File: src/rtl/pwr_iso_pkg.sv
// Shared types and defaults for the power-domain isolation controller.
// Retention save/restore states are only reachable when PWR_ISO_RETENTION_EN is defined.
package pwr_iso_pkg;

    typedef enum logic [2:0] {
        ST_OFF       = 3'd0,
        ST_PU_WAIT   = 3'd1,
        ST_RESTORE   = 3'd2,
        ST_ISO_HOLD  = 3'd3,
        ST_ON        = 3'd4,
        ST_ISO_SETUP = 3'd5,
        ST_SAVE      = 3'd6,
        ST_PD_WAIT   = 3'd7
    } pwr_state_e;

    localparam int DEF_ISO_SETUP_CYC = 4;
    localparam int DEF_ISO_HOLD_CYC  = 4;
    localparam int DEF_ACK_TIMEOUT   = 255;

    function automatic int max3(input int a, input int b, input int c);
        int m;
        m = (a > b) ? a : b;
        return (m > c) ? m : c;
    endfunction

endpackage

File: src/rtl/pwr_iso_cnt.sv
// Loadable down-counter with zero flag; saturates at zero.
// One instance is time-shared by the setup, hold and ack-timeout counts.
module pwr_iso_cnt #(
    parameter int W = 8
) (
    input  logic         clk,
    input  logic         rst_n,
    input  logic         load,
    input  logic         dec,
    input  logic [W-1:0] load_val,
    output logic [W-1:0] cnt,
    output logic         zero
);

    always_ff @(posedge clk or negedge rst_n) begin
        if (!rst_n)
            cnt <= '0;
        else if (load)
            cnt <= load_val;
        else if (dec && (cnt != '0))
            cnt <= cnt - W'(1);
    end

    assign zero = (cnt == '0);

endmodule

File: src/rtl/pwr_iso_ctrl.sv
// Power-gating sequencer: switch, isolation clamps and optional retention pulses.
// Define PWR_ISO_RETENTION_EN to include the SAVE/RESTORE states and pulses.
module pwr_iso_ctrl
    import pwr_iso_pkg::*;
#(
    parameter int ISO_SETUP_CYC = DEF_ISO_SETUP_CYC,
    parameter int ISO_HOLD_CYC  = DEF_ISO_HOLD_CYC,
    parameter int ACK_TIMEOUT   = DEF_ACK_TIMEOUT
) (
    input  logic clk,
    input  logic rst_n,
    input  logic pu_req,
    input  logic pd_req,
    output logic pwr_sw_en,
    input  logic pwr_sw_ack,
    output logic iso_en,
    output logic save,
    output logic restore,
    output logic busy,
    output logic done,
    output logic err,
    input  logic err_clr
);

    localparam int CW = $clog2(max3(ISO_SETUP_CYC, ISO_HOLD_CYC, ACK_TIMEOUT) + 1);

`ifdef PWR_ISO_RETENTION_EN
    localparam pwr_state_e PU_ACK_NXT   = ST_RESTORE;
    localparam pwr_state_e SETUP_END_NXT = ST_SAVE;
`else
    localparam pwr_state_e PU_ACK_NXT   = ST_ISO_HOLD;
    localparam pwr_state_e SETUP_END_NXT = ST_PD_WAIT;
`endif

    pwr_state_e     state, state_nxt;
    logic           cnt_load, cnt_dec, cnt_zero;
    logic [CW-1:0]  cnt_val, cnt;
    logic           to_evt;
    logic           iso_nxt, sw_nxt, busy_nxt, done_nxt, err_nxt;

    pwr_iso_cnt #(.W(CW)) u_cnt (
        .clk      (clk),
        .rst_n    (rst_n),
        .load     (cnt_load),
        .dec      (cnt_dec),
        .load_val (cnt_val),
        .cnt      (cnt),
        .zero     (cnt_zero)
    );

    always_comb begin
        state_nxt = state;
        case (state)
            ST_OFF:       if (pu_req)     state_nxt = ST_PU_WAIT;
            ST_PU_WAIT:   if (pwr_sw_ack) state_nxt = PU_ACK_NXT;
            ST_RESTORE:                   state_nxt = ST_ISO_HOLD;
            ST_ISO_HOLD:  if (cnt_zero)   state_nxt = ST_ON;
            ST_ON:        if (pd_req)     state_nxt = ST_ISO_SETUP;
            ST_ISO_SETUP: if (cnt_zero)   state_nxt = SETUP_END_NXT;
            ST_SAVE:                      state_nxt = ST_PD_WAIT;
            ST_PD_WAIT:   if (!pwr_sw_ack) state_nxt = ST_OFF;
            default:                      state_nxt = ST_OFF;
        endcase
    end

    // Timeout is loaded with the full count so it fires once, on the cycle the
    // last wait cycle elapses; afterwards the counter sits at zero.
    always_comb begin
        cnt_load = 1'b0;
        cnt_dec  = 1'b0;
        cnt_val  = '0;
        if (state_nxt != state) begin
            case (state_nxt)
                ST_PU_WAIT, ST_PD_WAIT: begin cnt_load = 1'b1; cnt_val = CW'(ACK_TIMEOUT);       end
                ST_ISO_HOLD:            begin cnt_load = 1'b1; cnt_val = CW'(ISO_HOLD_CYC - 1);  end
                ST_ISO_SETUP:           begin cnt_load = 1'b1; cnt_val = CW'(ISO_SETUP_CYC - 1); end
                default:                ;
            endcase
        end else begin
            cnt_dec = !cnt_zero;
        end
    end

    always_comb begin
        to_evt   = (((state == ST_PU_WAIT) && !pwr_sw_ack) ||
                    ((state == ST_PD_WAIT) &&  pwr_sw_ack)) && (cnt == CW'(1));
        iso_nxt  = (state_nxt != ST_ON);
        sw_nxt   = !((state_nxt == ST_OFF) || (state_nxt == ST_PD_WAIT));
        busy_nxt = !((state_nxt == ST_OFF) || (state_nxt == ST_ON));
        done_nxt = ((state_nxt == ST_OFF) || (state_nxt == ST_ON)) && (state_nxt != state);
        err_nxt  = to_evt ? 1'b1 : (err_clr ? 1'b0 : err);
    end

    always_ff @(posedge clk or negedge rst_n) begin
        if (!rst_n)
            state <= ST_OFF;
        else
            state <= state_nxt;
    end

    // Outputs are registered from the next state so they line up with the state register.
    always_ff @(posedge clk or negedge rst_n) begin
        if (!rst_n) begin
            iso_en    <= 1'b1;
            pwr_sw_en <= 1'b0;
            busy      <= 1'b0;
            done      <= 1'b0;
            err       <= 1'b0;
        end else begin
            iso_en    <= iso_nxt;
            pwr_sw_en <= sw_nxt;
            busy      <= busy_nxt;
            done      <= done_nxt;
            err       <= err_nxt;
        end
    end

`ifdef PWR_ISO_RETENTION_EN
    logic save_q, restore_q;

    always_ff @(posedge clk or negedge rst_n) begin
        if (!rst_n) begin
            save_q    <= 1'b0;
            restore_q <= 1'b0;
        end else begin
            save_q    <= (state_nxt == ST_SAVE);
            restore_q <= (state_nxt == ST_RESTORE);
        end
    end

    assign save    = save_q;
    assign restore = restore_q;
`else
    assign save    = 1'b0;
    assign restore = 1'b0;
`endif

    a_iso_when_off: assert property (@(posedge clk) disable iff (!rst_n) (!pwr_sw_en |-> iso_en));

endmodule

File: config.mk
export PLATFORM = sky130hd
export DESIGN_NAME = pwr_iso_ctrl
export DESIGN_NICKNAME = d
export VERILOG_FILES = /design/src/rtl/pwr_iso_pkg.sv /design/src/rtl/pwr_iso_cnt.sv /design/src/rtl/pwr_iso_ctrl.sv
export SDC_FILE = /design/constraint.sdc
export NUM_CORES = 1
export LEC_CHECK = 0
export CAP_MARGIN = 15
export CORE_UTILIZATION = 40
export CTS_BUF_LIST = sky130_fd_sc_hd__clkbuf_16
export DETAILED_ROUTE_END_ITERATION = 8
export PLACE_DENSITY = 0.61
export SYNTH_ARGS = -nofsm -noshare
export SYNTH_HDL_FRONTEND = slang
export SYNTH_HIERARCHICAL = 1
export SYNTH_SLANG_ARGS = --single-unit
export TNS_END_PERCENT = 1
File: constraint.sdc
create_clock -name clk -period 7.9 [get_ports clk]
set_clock_uncertainty 0.2 [all_clocks]
set_input_delay 1.58 -clock clk [delete_from_list [all_inputs] [get_ports clk]]
set_output_delay 1.58 -clock clk [all_outputs]
set_load 0.05 [all_outputs]
==> results.cfg <==
[detailed_routing]
drc = 0
wl_per_cell_um = 14.2
wl_um = 2140
vias = 891
drtIter0Drc = 26
drt_pass1_iterations = 4
ant_nets = 0
vias_per_cell = 5.90

[synthesis]
ys_seq_elements = 16
netlist_area_um2 = 1070
async_flop_share_pct = 100
syn_inst = 114
synth-edff-count = 0
ys_seq_area_share_pct = 37.4
synth.distinct_cells = 49
synth.avg_cell_area_um2 = 9.43
ys.flop_type = dfrtp_1
ys_warn_count = 6

[worst_hold_path]
hold_path_startpoint = err$_DFFE_PN0P_
hold_class = register to register

[sta]
fin_crit_ns = 3.90
min_period_over_period_pct = 49.4
setup_viol = 0
relSlewSlack_pct = 51.6
rsz0062_at_grt = false
finalSetupTns_ns = 0
worst_slew_pin_slew_ns = 0.724
hold_viol = 0
clock.fmax_mhz = 256
final_max_slew_viol_count = 0
setup_slack_ns = 4.00

[grt]
first_global_vias = 838
groute.usage.overall_pct = 17.7
grt_overflow = 0
grt_pass1_wl_um = 3690
grt_max_degree = 19
antenna_found_initial = 0

[worst_setup_path]
crit_required_ns = 7.85
cp-start-kind = input pin
critPathMaxFanout = 8
cp.arrival_ns = 3.86
path_class = input pin to register
end_kind = register
rr_startpoint = u_cnt/cnt[0]$_DFFE_PN0P_
startpoint = pwr_sw_ack

[cts]
cts_tree = built
cts.path.max_buffers = 2
postCtsSetupBuffers = 0
root_buffer = clkbuf_16
cts_max_level = 1
cts_resized = 0
hold_buffers = 0
clock_sinks = 16
worstSkewPairLatency_ns = 0.24
cts_buffers = 3
clk_pin_slew_ns = 0.05

[cells_and_area]
areaGrowthSynthToFinish_pct = 14.4
mostFrequentLayoutCell = dfrtp_1
nets = 130
fin_area_um2 = 1230
final_cell_mix = dfrtp_1, clkdlybuf4s50_1, a21oi_1
nFillCells = 225
n_antenna_cell = 0
drive_gt1_share_pct = 10.7
finish.utilization_pct = 49.2

[place]
pre_cts_ws_ns = 3.76
gp_congestion = 0.810
port_buffers = 10
postPlaceCellArea_um2 = 1150
post-dp-hpwl_um = 1520

[floorplanning]
fp-row-count = 18
start_util_pct = 43.0
core-area_um2 = 2500
pin_count = 13
die_area_um2 = 2900
fp.dieH_um = 53.8
die_w_um = 53.8

[power_and_ir_drop]
power_mw = 0.516
swShare_pct = 44.1
combPwrFrac_pct = 48.7
clockPowerShare_pct = 19.1
p_int_mw = 0.289
switchingPower_mw = 0.227
ir_worst_vdd_mv = 0.183
pwr-share-seq_pct = 32.2
powerDensity_nw_per_um2 = 419
leakagePower_nw = 0.460

[flow_run]
drv_cap = 0

[outcome]
outcome = completed
## final timing paths
kind                                             to  slack (ns)  cells after the start
max in group asynchronous  u_cnt/cnt[4]$_DFFE_PN0P_        5.47                      1
max                        u_cnt/cnt[3]$_DFFE_PN0P_        4.00                      6
min reg2reg                         err$_DFFE_PN0P_        0.34                      2
max reg2reg                u_cnt/cnt[7]$_DFFE_PN0P_        4.30                     10
min in group asynchronous        state[2]$_DFF_PN0_        1.57                      1
min                                 err$_DFFE_PN0P_        0.34                      2
## area by class of cell
cell class / instances / area [um2] / share of cell area, %
Clock buffer: 3 / 75.1 / 6.10
Clock inverter: 1 / 3.75 / 0.305
Inverter: 4 / 15.0 / 1.22
Multi-Input combinational cell: 87 / 597 / 48.5
Sequential cell: 16 / 402 / 32.7
Tap cell: 30 / 37.5 / 3.05
Timing Repair Buffer: 10 / 100 / 8.14
## cell families after synthesis
group	Yosys count	synth area share, %
AO/OA/AOI/OAI	34	23.6
adder cells (fa/ha/maj)	2	2.33
multiplexers	3	3.96
buffers and inverters	12	7.45
other	1	0.349
flip-flops	16	37.4
AND/OR/NAND/NOR	46	24.9
## sequential cells by signal, indices dropped and copies added (netlist names)
| register | count |
|---|---|
| iso_en | 1 |
| done | 1 |
| pwr_sw_en | 1 |
| state | 3 |
| busy | 1 |
| err | 1 |
| u_cnt/cnt | 8 |
## worst max-delay path, stage by stage
cell and delay [ns]:
clkdlybuf4s50_1 0.61, o221ai_1 0.16, a21oi_1 0.41, or3b_1 0.49
or4_1 0.43, o221ai_1 0.18
## power groups by stage
| stage | Combinational, mW | Sequential, mW | Clock, mW |
|---|---|---|---|
| after floorplan | 0.206 | 0.166 | 0 |
| after global placement | 0.245 | 0.168 | 0 |
| after detailed placement | 0.249 | 0.167 | 0 |
| after CTS | 0.250 | 0.166 | 0.102 |
| after global routing | 0.279 | 0.174 | 0.105 |
| final | 0.251 | 0.166 | 0.0984 |
## cells in the mapped netlist (3+ instances only)
library cell  count  area share [%]
nor3b_1           4             2.8
dfrtp_1          15              35
o21ai_0           3             1.4
inv_1             3             1.0
nand2b_1          4             2.3
a21oi_1           9             4.2
nand3_1           3             1.4
or4_1             3             2.1
nor3_1            5             2.3
nand2_1           6             2.1
nor2_1            6             2.1
buf_4             3             2.1
nor4_1            3             1.7
buf_6             3             3.1
## per-stage QoR
step | hold WS (ns) | instances
after global routing | 0.391 | 151
after CTS | 0.343 | 151
after global placement | 0.325 | 147
final | 0.337 | 151
after detailed placement | 0.335 | 147
after floorplan | 0.350 | 115
## layer usage
metal  vias up  part of all wire (%)  GRT usage (%)
met5         -                     0              0
met4         0                  0.47           7.89
met3         2                   3.7           3.39
met2        20                    45           27.0
met1       423                    51           23.9
li1        446                     -              -
(Power assumes the default switching activity.)
